## src/rtl/mdio_pkg.sv

```systemverilog
`default_nettype none
// ============================================================================
//  Module      : mdio_pkg
//  Description : Shared constants and types for the Clause-22 MDIO responder.
//                Frame field codes, well-known PHY register addresses and the
//                responder FSM state type.
//  Revision    : 1.0 - initial release
// ============================================================================
package mdio_pkg;

  // Frame field codes
  localparam logic [1:0] MDIO_OP_READ  = 2'b10;
  localparam logic [1:0] MDIO_OP_WRITE = 2'b01;
  localparam logic [1:0] MDIO_ST       = 2'b01;

  // Well-known register addresses
  localparam logic [4:0] REG_BMCR    = 5'h00;
  localparam logic [4:0] REG_BMSR    = 5'h01;
  localparam logic [4:0] REG_PHYSR   = 5'h1A;
  localparam logic [4:0] REG_PAGESEL = 5'h1F;

  typedef enum logic [3:0] {
    S_PREAMBLE = 4'd0,
    S_ST       = 4'd1,
    S_OP       = 4'd2,
    S_PHYAD    = 4'd3,
    S_REGAD    = 4'd4,
    S_TA       = 4'd5,
    S_DATA_RD  = 4'd6,
    S_DATA_WR  = 4'd7,
    S_SKIP     = 4'd8
  } mdio_resp_state_t;

endpackage
`default_nettype wire

```

## src/rtl/mdio_responder_if.sv

```systemverilog
`default_nettype none
// ============================================================================
//  Module      : mdio_responder_if
//  Description : Register-file port between the MDIO responder and the PHY
//                register bank.
//                  reg_adr      register address of the current frame
//                  reg_rd_req   1-clk read request pulse
//                  reg_rd_data  read data, sampled the clk after reg_rd_req
//                  reg_wr_en    1-clk write strobe
//                  reg_wr_data  write data, held until the next write
//                master : responder side, slave : register bank side
//  Revision    : 1.0 - initial release
// ============================================================================
interface mdio_responder_if;
  logic [4:0]  reg_adr;
  logic        reg_rd_req;
  logic [15:0] reg_rd_data;
  logic        reg_wr_en;
  logic [15:0] reg_wr_data;

  modport master (
    output reg_adr, reg_rd_req, reg_wr_en, reg_wr_data,
    input  reg_rd_data
  );

  modport slave (
    input  reg_adr, reg_rd_req, reg_wr_en, reg_wr_data,
    output reg_rd_data
  );
endinterface
`default_nettype wire

```

## src/rtl/mdio_sync_edge.sv

```systemverilog
`default_nettype none
// ============================================================================
//  Module      : mdio_sync_edge
//  Description : Brings MDC and MDIO into the clk domain through matching
//                synchroniser chains and flags MDC rising edges. Both chains
//                share the same depth so the sampled MDIO bit stays aligned
//                with the detected MDC edge.
//    clk        in   system clock
//    reset      in   asynchronous active-high reset
//    mdc_async  in   raw MDC
//    mdio_async in   raw MDIO pad input
//    mdc_rise   out  1-clk pulse on a synchronised MDC 0->1 transition
//    mdio_sync  out  synchronised MDIO
//  Revision    : 1.0 - initial release
// ============================================================================
module mdio_sync_edge #(
  parameter int SYNC_STAGES = 2
) (
  input  logic clk,
  input  logic reset,
  input  logic mdc_async,
  input  logic mdio_async,
  output logic mdc_rise,
  output logic mdio_sync
);

  // A single flop is not a synchroniser; force at least two.
  localparam int STAGES = (SYNC_STAGES < 2) ? 2 : SYNC_STAGES;

  logic [STAGES-1:0] r_mdc_sync;
  logic [STAGES-1:0] r_mdio_sync;
  logic              r_mdc_prev;

  // Reset to the idle-high level so an MDC that is already high when reset
  // releases does not produce a phantom rising edge.
  always_ff @(posedge clk or posedge reset) begin
    if (reset) begin
      r_mdc_sync  <= '1;
      r_mdio_sync <= '1;
      r_mdc_prev  <= 1'b1;
    end else begin
      r_mdc_sync  <= {r_mdc_sync[STAGES-2:0], mdc_async};
      r_mdio_sync <= {r_mdio_sync[STAGES-2:0], mdio_async};
      r_mdc_prev  <= r_mdc_sync[STAGES-1];
    end
  end

  assign mdc_rise  = r_mdc_sync[STAGES-1] & ~r_mdc_prev;
  assign mdio_sync = r_mdio_sync[STAGES-1];

endmodule
`default_nettype wire

```

## src/rtl/mdio_responder.sv

```systemverilog
`default_nettype none
// ============================================================================
//  Module      : mdio_responder
//  Description : PHY-side Clause-22 MDIO management slave. Decodes read and
//                write frames addressed to PHY_ADDR, talks to a register bank
//                through mdio_responder_if, and returns read data on MDIO.
//    clk        in   system clock (>= 8x MDC)
//    reset      in   asynchronous active-high reset
//    mdc_i      in   management clock from the station
//    mdio_i     in   MDIO pad input
//    mdio_o     out  MDIO pad output value
//    mdio_oe    out  MDIO pad output enable (1 = drive)
//    busy       out  a frame is being decoded
//    frame_err  out  1-clk pulse on a malformed frame
//    reg_if     master side of the register-file port
//  Build option: define MDIO_PREAMBLE_SUPPRESS_EN to accept a preamble of a
//                single 1-bit after a frame to this PHY completed cleanly.
//  Revision    : 1.0 - initial release
// ============================================================================
module mdio_responder
  import mdio_pkg::*;
#(
  parameter logic [4:0] PHY_ADDR     = 5'h01,
  parameter int         PREAMBLE_LEN = 32,
  parameter int         SYNC_STAGES  = 2
) (
  input  logic              clk,
  input  logic              reset,
  input  logic              mdc_i,
  input  logic              mdio_i,
  output logic              mdio_o,
  output logic              mdio_oe,
  output logic              busy,
  output logic              frame_err,
  mdio_responder_if.master  reg_if
);

`ifdef MDIO_PREAMBLE_SUPPRESS_EN
  localparam logic SUPPRESS_EN = 1'b1;
`else
  localparam logic SUPPRESS_EN = 1'b0;
`endif

  localparam int             PRE_W   = $clog2(PREAMBLE_LEN + 1);
  localparam logic [PRE_W-1:0] PRE_MAX = PRE_W'(PREAMBLE_LEN);

  // Post-preamble bit positions (1-based: the 0 that ends the preamble is 1).
  localparam logic [5:0] POS_OP_END    = 6'd4;
  localparam logic [5:0] POS_PHYAD_END = 6'd9;
  localparam logic [5:0] POS_REGAD_END = 6'd14;
  localparam logic [5:0] POS_TA1       = 6'd15;
  localparam logic [5:0] POS_FRAME_END = 6'd32;

  logic w_mdc_rise;
  logic w_mdio;

  mdio_sync_edge #(
    .SYNC_STAGES (SYNC_STAGES)
  ) u_sync (
    .clk        (clk),
    .reset      (reset),
    .mdc_async  (mdc_i),
    .mdio_async (mdio_i),
    .mdc_rise   (w_mdc_rise),
    .mdio_sync  (w_mdio)
  );

  mdio_resp_state_t r_state;
  logic [PRE_W-1:0] r_pre_cnt;
  logic [5:0]       r_bit_cnt;
  logic [15:0]      r_shift;
  logic             r_op_hi;
  logic             r_ta_hi;
  logic             r_is_read;
  logic             r_armed;
  logic [4:0]       r_reg_adr;
  logic             r_rd_req;
  logic             r_wr_en;
  logic [15:0]      r_wr_data;
  logic             r_frame_err;
  logic             r_mdio_o;
  logic             r_mdio_oe;

  logic [5:0] w_bit_next;
  logic       w_pre_ok;

  assign w_bit_next = r_bit_cnt + 6'd1;
  // r_armed only ever sets when suppression is built in.
  assign w_pre_ok   = (r_pre_cnt == PRE_MAX) || (r_armed && (r_pre_cnt != '0));

  always_ff @(posedge clk or posedge reset) begin
    if (reset) begin
      r_state     <= S_PREAMBLE;
      r_pre_cnt   <= '0;
      r_bit_cnt   <= '0;
      r_shift     <= '0;
      r_op_hi     <= 1'b0;
      r_ta_hi     <= 1'b0;
      r_is_read   <= 1'b0;
      r_armed     <= 1'b0;
      r_reg_adr   <= '0;
      r_rd_req    <= 1'b0;
      r_wr_en     <= 1'b0;
      r_wr_data   <= '0;
      r_frame_err <= 1'b0;
      r_mdio_o    <= 1'b1;
      r_mdio_oe   <= 1'b0;
    end else begin
      r_rd_req    <= 1'b0;
      r_wr_en     <= 1'b0;
      r_frame_err <= 1'b0;

      // Read data is captured one clk after the request; the next MDC edge is
      // many clks away so nothing below can collide with this load.
      if (r_rd_req) begin
        r_shift <= reg_if.reg_rd_data;
      end

      if (w_mdc_rise) begin
        case (r_state)
          S_PREAMBLE: begin
            if (w_mdio) begin
              if (r_pre_cnt != PRE_MAX) r_pre_cnt <= r_pre_cnt + 1'b1;
            end else begin
              r_pre_cnt <= '0;
              if (w_pre_ok) begin
                r_state   <= S_ST;
                r_bit_cnt <= 6'd1;
              end
            end
          end

          S_ST: begin
            if ({1'b0, w_mdio} == MDIO_ST) begin
              r_state   <= S_OP;
              r_bit_cnt <= w_bit_next;
            end else begin
              r_frame_err <= 1'b1;
              r_armed     <= 1'b0;
              r_state     <= S_PREAMBLE;
              r_bit_cnt   <= '0;
            end
          end

          S_OP: begin
            r_bit_cnt <= w_bit_next;
            r_op_hi   <= w_mdio;
            if (w_bit_next == POS_OP_END) begin
              if ({r_op_hi, w_mdio} == MDIO_OP_READ) begin
                r_is_read <= 1'b1;
                r_state   <= S_PHYAD;
              end else if ({r_op_hi, w_mdio} == MDIO_OP_WRITE) begin
                r_is_read <= 1'b0;
                r_state   <= S_PHYAD;
              end else begin
                r_frame_err <= 1'b1;
                r_armed     <= 1'b0;
                r_state     <= S_SKIP;
              end
            end
          end

          S_PHYAD: begin
            r_bit_cnt <= w_bit_next;
            r_shift   <= {r_shift[14:0], w_mdio};
            if (w_bit_next == POS_PHYAD_END) begin
              if ({r_shift[3:0], w_mdio} == PHY_ADDR) begin
                r_state <= S_REGAD;
              end else begin
                r_armed <= 1'b0;
                r_state <= S_SKIP;
              end
            end
          end

          S_REGAD: begin
            r_bit_cnt <= w_bit_next;
            r_shift   <= {r_shift[14:0], w_mdio};
            if (w_bit_next == POS_REGAD_END) begin
              r_reg_adr <= {r_shift[3:0], w_mdio};
              r_rd_req  <= r_is_read;
              r_state   <= S_TA;
            end
          end

          S_TA: begin
            r_bit_cnt <= w_bit_next;
            if (w_bit_next == POS_TA1) begin
              r_ta_hi <= w_mdio;
              // Take the bus for the second turnaround bit, driving 0.
              if (r_is_read) begin
                r_mdio_oe <= 1'b1;
                r_mdio_o  <= 1'b0;
              end
            end else if (r_is_read) begin
              r_mdio_o <= r_shift[15];
              r_shift  <= {r_shift[14:0], 1'b0};
              r_state  <= S_DATA_RD;
            end else if ({r_ta_hi, w_mdio} == 2'b10) begin
              r_state <= S_DATA_WR;
            end else begin
              r_frame_err <= 1'b1;
              r_armed     <= 1'b0;
              r_state     <= S_SKIP;
            end
          end

          S_DATA_RD: begin
            if (w_bit_next == POS_FRAME_END) begin
              r_mdio_oe <= 1'b0;
              r_mdio_o  <= 1'b1;
              r_armed   <= SUPPRESS_EN;
              r_state   <= S_PREAMBLE;
              r_bit_cnt <= '0;
            end else begin
              r_mdio_o  <= r_shift[15];
              r_shift   <= {r_shift[14:0], 1'b0};
              r_bit_cnt <= w_bit_next;
            end
          end

          S_DATA_WR: begin
            r_shift <= {r_shift[14:0], w_mdio};
            if (w_bit_next == POS_FRAME_END) begin
              r_wr_data <= {r_shift[14:0], w_mdio};
              r_wr_en   <= 1'b1;
              r_armed   <= SUPPRESS_EN;
              r_state   <= S_PREAMBLE;
              r_bit_cnt <= '0;
            end else begin
              r_bit_cnt <= w_bit_next;
            end
          end

          S_SKIP: begin
            if (w_bit_next == POS_FRAME_END) begin
              r_state   <= S_PREAMBLE;
              r_bit_cnt <= '0;
            end else begin
              r_bit_cnt <= w_bit_next;
            end
          end

          default: begin
            r_state   <= S_PREAMBLE;
            r_bit_cnt <= '0;
            r_mdio_oe <= 1'b0;
            r_mdio_o  <= 1'b1;
          end
        endcase
      end
    end
  end

  assign mdio_o             = r_mdio_o;
  assign mdio_oe            = r_mdio_oe;
  assign busy               = (r_state != S_PREAMBLE);
  assign frame_err          = r_frame_err;
  assign reg_if.reg_adr     = r_reg_adr;
  assign reg_if.reg_rd_req  = r_rd_req;
  assign reg_if.reg_wr_en   = r_wr_en;
  assign reg_if.reg_wr_data = r_wr_data;

endmodule
`default_nettype wire

```

## src/flat_wrapper.sv

```systemverilog
// flat-port wrapper written by rule: the top's interface ports become plain ports
module mdio_responder_flat import mdio_pkg::*;
#(
  parameter logic [4:0] PHY_ADDR     = 5'h01,
  parameter int         PREAMBLE_LEN = 32,
  parameter int         SYNC_STAGES  = 2
)
  (clk, reset, mdc_i, mdio_i, mdio_o, mdio_oe, busy, frame_err, reg_if_reg_adr, reg_if_reg_rd_req, reg_if_reg_wr_en, reg_if_reg_wr_data, reg_if_reg_rd_data);
  mdio_responder_if reg_if_i ();
  input  logic clk;
  input  logic reset;
  input  logic mdc_i;
  input  logic mdio_i;
  output logic mdio_o;
  output logic mdio_oe;
  output logic busy;
  output logic frame_err;
  output wire logic [$bits(reg_if_i.reg_adr)-1:0] reg_if_reg_adr;
  output wire logic [$bits(reg_if_i.reg_rd_req)-1:0] reg_if_reg_rd_req;
  output wire logic [$bits(reg_if_i.reg_wr_en)-1:0] reg_if_reg_wr_en;
  output wire logic [$bits(reg_if_i.reg_wr_data)-1:0] reg_if_reg_wr_data;
  input wire logic [$bits(reg_if_i.reg_rd_data)-1:0] reg_if_reg_rd_data;
  assign reg_if_reg_adr = reg_if_i.reg_adr;
  assign reg_if_reg_rd_req = reg_if_i.reg_rd_req;
  assign reg_if_reg_wr_en = reg_if_i.reg_wr_en;
  assign reg_if_reg_wr_data = reg_if_i.reg_wr_data;
  assign reg_if_i.reg_rd_data = reg_if_reg_rd_data;
  mdio_responder #(.PHY_ADDR(PHY_ADDR), .PREAMBLE_LEN(PREAMBLE_LEN), .SYNC_STAGES(SYNC_STAGES)) u_core (.clk(clk), .reset(reset), .mdc_i(mdc_i), .mdio_i(mdio_i), .mdio_o(mdio_o), .mdio_oe(mdio_oe), .busy(busy), .frame_err(frame_err), .reg_if(reg_if_i));
endmodule
```

## config.mk

```make
export PLATFORM = sky130hd
export DESIGN_NAME = mdio_responder_flat
export DESIGN_NICKNAME = d
export VERILOG_FILES = /design/src/rtl/mdio_pkg.sv /design/src/rtl/mdio_responder_if.sv /design/src/rtl/mdio_sync_edge.sv /design/src/rtl/mdio_responder.sv /design/src/flat_wrapper.sv
export SDC_FILE = /design/constraint.sdc
export NUM_CORES = 1
export LEC_CHECK = 0
export CELL_PAD_IN_SITES_DETAIL_PLACEMENT = 0
export CELL_PAD_IN_SITES_GLOBAL_PLACEMENT = 1
export CORE_MARGIN = 5
export CORE_UTILIZATION = 25
export DETAILED_ROUTE_END_ITERATION = 8
export PLACE_DENSITY = 0.58
export SLEW_MARGIN = 20
export SYNTH_ARGS = -nofsm -noshare
export SYNTH_HDL_FRONTEND = slang
export SYNTH_SLANG_ARGS = --single-unit
```

## constraint.sdc

```tcl
create_clock -name clk -period 2.4 [get_ports clk]
set_input_delay 0.48 -clock clk [delete_from_list [all_inputs] [get_ports clk]]
set_output_delay 0.48 -clock clk [all_outputs]
set_load 0.01 [all_outputs]
```

==> results of run 1 <==
[what timing repair did]
action                                  CTS  global route
buffers inserted                          0            10
pin swaps                                 0             6
cloned                                    0             1
resized for setup                         1            17
endpoints found under the setup margin    3            19
[placed cells by master (no fill, tap or decap), types with 3 or more instances in the layout]
cell type        Yosys  final
ha_1                 7      5
nor3_1              11     11
mux2_4               9     10
clkdlybuf4s50_1      0     45
buf_6                0      4
inv_1               11     10
dfstp_2              6      6
xor2_1               4      4
o21ai_0             19     19
clkbuf_16            0     10
a21oi_1              3      3
o21a_1               3      3
buf_12               0      3
nand2_1             27     27
dfrtp_1             60     58
nand3_1              9      8
buf_4                2     31
nand2b_1             6      5
nor2_1              17     15
mux2_2              46     45
nor2b_1              7      7
nand4_1              6      6
[cell families (layout without fill, tap and decap cells)]
logic type,after synthesis,in the layout,synth area share
xor+xnor,4,4,0.0101
flops,66,66,0.477
compound gates,51,51,0.107
mux,57,57,0.193
simple gates,101,101,0.152
buf+inv,27,113,0.0352
fa+ha+maj,7,7,0.0252
[how the worst max path moves through the flow]
stage                        startpoint                  to  cells after the start
finish              u_core.r_bit_cnt[2]   u_core.r_shift[5]                      9
global route        u_core.r_bit_cnt[0]   u_core.r_shift[5]                      9
CTS                   u_core.r_state[3]                busy                      2
detailed placement  u_core.r_bit_cnt[1]   u_core.r_state[2]                      7
global placement    u_core.r_bit_cnt[1]   u_core.r_state[2]                      7
floorplan           u_core.r_bit_cnt[0]  u_core.r_shift[10]                      9
[metal layers]
| layer | track usage | vias up | share of wire |
|---|---|---|---|
| met5 | 0 | - | 0 |
| met2 | 0.174 | 79 | 0.47 |
| met4 | 0.0362 | 0 | 0.016 |
| met3 | 0.0421 | 12 | 0.070 |
| met1 | 0.146 | 1308 | 0.45 |
| li1 | - | 1297 | - |
[critical path: stages, from the launching register on]
cell	delay (ns)
dfrtp_1	0.43
buf_4	0.16
and4_4	0.18
a32oi_2	0.21
nor2_2	0.08
a221o_1	0.33
a221oi_4	0.24
buf_6	0.16
buf_12	0.13
mux2_2	0.33
[cell type report]
cell class                 count  area share
clock buffer                  12      0.0530
inverter                      11     0.00853
timing repair buffer          86       0.172
sequential                    66       0.343
clock inverter                 4      0.0155
multi-input combinational    220       0.362
tap                          180      0.0465
[power by group]
part           switching (mW)  internal, mW  total [mW]
Combinational          0.0525        0.0476       0.100
Sequential            0.00963          1.13        1.14
Clock                   0.487         0.966        1.45
[flip-flops by register name, summed over array words and instances, names as in the netlist]
register / cells
u_core.frame_err: 1
u_core.mdio_o: 1
u_core.mdio_oe: 1
u_core.r_bit_cnt: 6
u_core.r_is_read: 1
u_core.r_op_hi: 1
u_core.r_pre_cnt: 6
u_core.r_shift: 16
u_core.r_state: 4
u_core.r_ta_hi: 1
u_core.reg_if.reg_adr: 5
u_core.reg_if.reg_rd_req: 1
u_core.reg_if.reg_wr_data: 16
u_core.reg_if.reg_wr_en: 1
u_core.u_sync.r_mdc_prev: 1
u_core.u_sync.r_mdc_sync: 2
u_core.u_sync.r_mdio_sync: 2
==> results by group, run 1 <==
Yosys
  – EDFF count, synth: 0
  – Synth unique cells: 58
  – Syn Inst Count: 313
  – Mapped Area: 3480 sq um
  – Syn Nets: 340
  – Asr flop ratio synth: 1.00
  – Yosys warnings: 0
  – Post-synth top flop: dfrtp_1
  – Yosys top cell area share: 0.431
  – Synth top area cells: dfrtp_1 (43%), mux2_2 (15%), dfstp_2 (4.5%), mux2_4 (3.9%), nand2_1 (2.9%)
  – Synth top cells by count: dfrtp_1 (60), mux2_2 (46), nand2_1 (27), o21ai_0 (19), nor2_1 (17)
  – Top-count cell post-synth: dfrtp_1
  – Seq cells post-synth: 66
  – Syn Area/Cell: 11.1 sq um
  – Dominant cell type by area after synthesis: dfrtp_1
  – Seq/Total Area, Yosys: 0.477

Place
  – Post-Place Cells: 552
  – Dpl ws: -0.00686 ns
  – IO Port Bufs: 46
  – Placer congestion estimate: 0.842
  – Placed cell area: 4350 sq um
  – Post-detail-place hpwl: 6.14 mm

Final layout
  – Proportion of layout cells with a drive suffix above 1: 0.338
  – Fill count: 1434
  – Layout net count: 421
  – Area delta synth->final: 39.1%
  – Cell area after layout: 4840 sq um
  – ANT cells: 0
  – Multi-input logic area: 1750 sq um
  – Post-layout util: 0.351
  – Register Area: 1660 sq um
  – Post-route insts no fill: 579

Power and ir drop
  – Power density over the cells: 556 nW/um^2
  – Total power: 2.69 mW
  – Leakage: 2.13 nW
  – VDD IR max: 0.348 mV

Routing
  – Vias: 2696
  – Routed WL: 8.91 mm
  – Initial drt markers: 97
  – Vias per cell: 4.66
  – Residual DRC: 0
  – DR pass1 iterations: 4
  – DRT antenna net count: 0
  – Wire per inst: 15.4 um

Clock tree
  – Hold_buf cts: 0
  – Sink Count: 66
  – CTS tree: done
  – Clock root buffer: clkbuf_16
  – Inserted Clock Buffers: 9
  – Worst-path clk slew: 0.06 ns
  – Worst-Skew Late Latency: 0.33 ns
  – H-tree Lvls: 3
  – CTS max path bufs: 2

Floorplan
  – Core Area: 13800 sq um
  – Initial Util: 0.253
  – Die X: 128 um
  – # IOs: 47
  – Rows: 43
  – Die Area: 16400 sq um
  – Die height: 128 um

Worst setup path
  – Worst reg2reg path depth: 9
  – Worst reg2reg setup slack: 0.02 ns
  – WP data required: 2.61 ns
  – CP endpoint kind: flop
  – Reg2Reg Launch Point: u_core.r_bit_cnt[2]
  – FF-to-FF End: u_core.r_shift[5]
  – Crit-path max FO: 8
  – Critical path class: reg -> reg
  – CP Launch Type: flop
  – Worst Path Arrival: 2.59 ns

STA
  – Worst Skew: 0.00907 ns
  – Final min period: 2.38 ns
  – Final setup viols: 0
  – Final TNS setup: 0 ns
  – Slew HR: 0.698
  – Final slew viol count: 0
  – Fmax achieved: 421 MHz
  – Slew @ Worst Pin: 0.453 ns
  – Final hold violations: 0
  – Setup ws final: 0.0225 ns
  – Final Cycle Share: 0.991
  – Hold slack: 0.357 ns

GRT
  – Total overflow reported by the global router: 0
  – Total Routing Usage GR: 0.113
  – Vias in the first global route: 2818
  – Largest net degree at the start of global routing: 36
  – First-pass GRT wire length: 14.8 mm
  – Initial antenna violation count: 0

Outcome
  – Status: finished clean

Worst hold path
  – Hold_sp: u_core.u_sync.r_mdc_sync[0]
  – Hold path cells: 0
  – Endpoint, Worst Hold: u_core.u_sync.r_mdc_sync[1]
  – HP Class: reg -> reg

Run
  – Max Cap Violations: 0
(Power assumes the default switching activity.)
==> inputs of run 2 (changes only) <==
--- a/config.mk
+++ b/config.mk
@@ -7,7 +7,6 @@
 export LEC_CHECK = 0
 export CELL_PAD_IN_SITES_DETAIL_PLACEMENT = 0
 export CELL_PAD_IN_SITES_GLOBAL_PLACEMENT = 1
-export CORE_MARGIN = 5
 export CORE_UTILIZATION = 25
 export DETAILED_ROUTE_END_ITERATION = 8
 export PLACE_DENSITY = 0.58
==> results by group, run 2 (same netlist as run 1, synthesis figures left out) <==
Outcome
  – Status: finished clean (unchanged)

Final layout
  – Cell area after layout: 4660 sq um (was 4840 sq um)
  – Most common cell after layout, fill and taps aside: dfrtp_1 (unchanged)
  – Layout net count: 410 (was 421)
  – Area delta synth->final: 33.9% (was 39.1%)
  – Most frequent cells in the layout: dfrtp_1 (56), mux2_2 (46), clkdlybuf4s50_1 (45) (was dfrtp_1 (58), mux2_2 (45), clkdlybuf4s50_1 (45))
  – Proportion of layout cells with a drive suffix above 1: 0.314 (was 0.338)
  – ANT cells: 0 (unchanged)

STA
  – Final slew viol count: 0 (unchanged)
  – Final hold violations: 0 (unchanged)
  – Final TNS setup: 0 ns (unchanged)
  – Fmax achieved: 432 MHz (was 421 MHz)
  – Hold slack: 0.355 ns (was 0.357 ns)
  – Slew @ Worst Pin: 0.499 ns (was 0.453 ns)
  – Final Cycle Share: 0.964 (was 0.991)
  – Setup ws final: 0.0859 ns (was 0.0225 ns)
  – Final setup viols: 0 (unchanged)
  – Worst Skew: 0.00806 ns (was 0.00907 ns)
  – Final min period: 2.31 ns (was 2.38 ns)
  – Slew HR: 0.664 (was 0.698)

Power and ir drop
  – Power density over the cells: 523 nW/um^2 (was 556 nW/um^2)
  – Leakage: 2.03 nW (was 2.13 nW)
  – VDD IR max: 0.338 mV (was 0.348 mV)
  – Total power: 2.44 mW (was 2.69 mW)

Worst setup path
  – Worst Setup SP: u_core.r_bit_cnt[0] (was u_core.r_bit_cnt[2])
  – Reg2Reg Launch Point: u_core.r_bit_cnt[0] (was u_core.r_bit_cnt[2])
  – Critical path class: reg -> reg (unchanged)
  – CP endpoint kind: flop (unchanged)
  – Worst path max stage delay: 0.45 ns (was 0.43 ns)
  – Crit-path max FO: 8 (unchanged)
  – Worst reg2reg path depth: 10 (was 9)
  – Worst Path Arrival: 2.53 ns (was 2.59 ns)
  – WP data required: 2.61 ns (about the same)
  – Slowest cell on the critical path: dfrtp_2 (was dfrtp_1)
  – FF-to-FF End: u_core.r_shift[3] (was u_core.r_shift[5])
  – Worst reg2reg setup slack: 0.09 ns (was 0.02 ns)
  – Worst path cell trace: inv_2 -> ha_1 -> and3b_1 -> nand4_1 -> o311a_1 -> nand3_2 -> a221oi_4 -> buf_6 -> buf_12 -> mux2_2 (was buf_4 -> and4_4 -> a32oi_2 -> nor2_2 -> a221o_1 -> a221oi_4 -> buf_6 -> buf_12 -> mux2_2)
  – CP Launch Type: flop (unchanged)

Clock tree
  – CTS max path bufs: 2 (unchanged)
  – Sink Count: 66 (unchanged)
  – Worst-Skew Late Latency: 0.33 ns (about the same)
  – Hold_buf cts: 0 (unchanged)
  – CTS tree: done (unchanged)
  – Inserted Clock Buffers: 9 (unchanged)
  – Clock root buffer: clkbuf_16 (unchanged)
  – Worst-path clk slew: 0.05 ns (was 0.06 ns)
  – H-tree Lvls: 3 (unchanged)

GRT
  – Vias in the first global route: 2847 (was 2818)
  – Total Routing Usage GR: 0.128 (was 0.113)
  – Initial antenna violation count: 0 (unchanged)
  – First-pass GRT wire length: 14.3 mm (was 14.8 mm)
  – Largest net degree at the start of global routing: 67 (was 36)
  – Total overflow reported by the global router: 0 (unchanged)

Floorplan
  – Die Area: 14400 sq um (was 16400 sq um)
  – Initial Util: 0.260 (was 0.253)
  – Die X: 120 um (was 128 um)
  – Die height: 120 um (was 128 um)
  – Core Area: 13400 sq um (was 13800 sq um)
  – Rows: 42 (was 43)
  – # IOs: 47 (unchanged)

Worst hold path
  – HP Class: reg -> reg (unchanged)
  – Endpoint, Worst Hold: u_core.u_sync.r_mdio_sync[1] (was u_core.u_sync.r_mdc_sync[1])
  – Hold_sp: u_core.u_sync.r_mdio_sync[0] (was u_core.u_sync.r_mdc_sync[0])
  – Hold path cells: 0 (unchanged)

Routing
  – Vias: 2653 (was 2696)
  – DR pass1 iterations: 4 (unchanged)
  – Vias per cell: 4.70 (was 4.66)
  – Residual DRC: 0 (unchanged)
  – Initial drt markers: 166 (was 97)
  – DRT antenna net count: 0 (unchanged)
  – Routed WL: 8.63 mm (was 8.91 mm)
  – Wire per inst: 15.3 um (was 15.4 um)

Run
  – Max Cap Violations: 0 (unchanged)

Place
  – IO Port Bufs: 46 (unchanged)
  – Dpl ws: -0.0499 ns (was -0.00686 ns)
  – Placed cell area: 4310 sq um (was 4350 sq um)
  – Placer congestion estimate: 0.820 (was 0.842)
  – Post-detail-place hpwl: 5.87 mm (was 6.14 mm)
## run 2: changes by cell type in the layout (fill, tap and decap cells not counted), sizes merged
cell,previous run,this run
buf,38,27
inv,11,12
bufinv,2,0
clkinv,0,1
## run 2: per-stage QoR
| step | instances | util |
|---|---|---|
| 2_1_floorplan | 313 | - |
| 3_3_place_gp | 545 | 0.321 |
| 3_5_place_dp | 545 | 0.321 |
| 4_1_cts | 561 | 0.342 |
| 5_1_grt | 564 | 0.348 |
| 6_report | 564 | 0.348 |
## run 2: power breakdown
group | switching [mW] | leakage, nW | total [mW] | internal (mW)
clock network | 0.497 | 0.123 | 1.20 | 0.702
registers | 0.00996 | 0.888 | 1.14 | 1.13
logic | 0.0518 | 1.02 | 0.0983 | 0.0465
total | 0.559 | 2.03 | 2.44 | 1.88
## run 2: timing repair
action,4_1_cts,5_1_grt
pin swaps,0,2
gates cloned,0,1
endpoints found under the setup margin,4,19
gates resized for setup,4,11
buffers inserted,0,2
## run 2: cell type report
cell class	instances	area, sq um
timing repair buffer	75	728
fill	1345	8740
clock inverter	4	28.8
clock buffer	12	236
multi-input combinational	220	1740
inverter	11	41.3
sequential	66	1660
tap	176	220
## run 2: how the worst max path moves through the flow
| stage | endpoint | slack [ns] | cells after the start |
|---|---|---|---|
| after detailed placement | u_core.r_state[1] | -0.05 | 7 |
| after global placement | u_core.r_state[0] | 0.06 | 7 |
| after floorplan | u_core.r_shift[10] | 0.002 | 9 |
| final | u_core.r_shift[3] | 0.09 | 10 |
| after CTS | u_core.r_state[1] | 0.002 | 7 |
| after global routing | u_core.r_shift[3] | -0.01 | 9 |
## run 2: critical path, delay by kind of cell (launching register included)
family	cells	cell delay, ns
AOI/OAI and AO/OA	2	0.47
adders and majority gates	1	0.24
buffers and inverters	3	0.37
DFF	1	0.45
muxes	1	0.33
and+or+nand+nor	3	0.34
## run 2: per-layer routing
layer / wire, um / track usage / vias up
met2: 4000 / 0.202 / 71
met3: 521 / 0.0466 / 10
met4: 108 / 0.0414 / 0
li1: - / - / 1271
met1: 4010 / 0.161 / 1301
met5: 0 / 0 / -
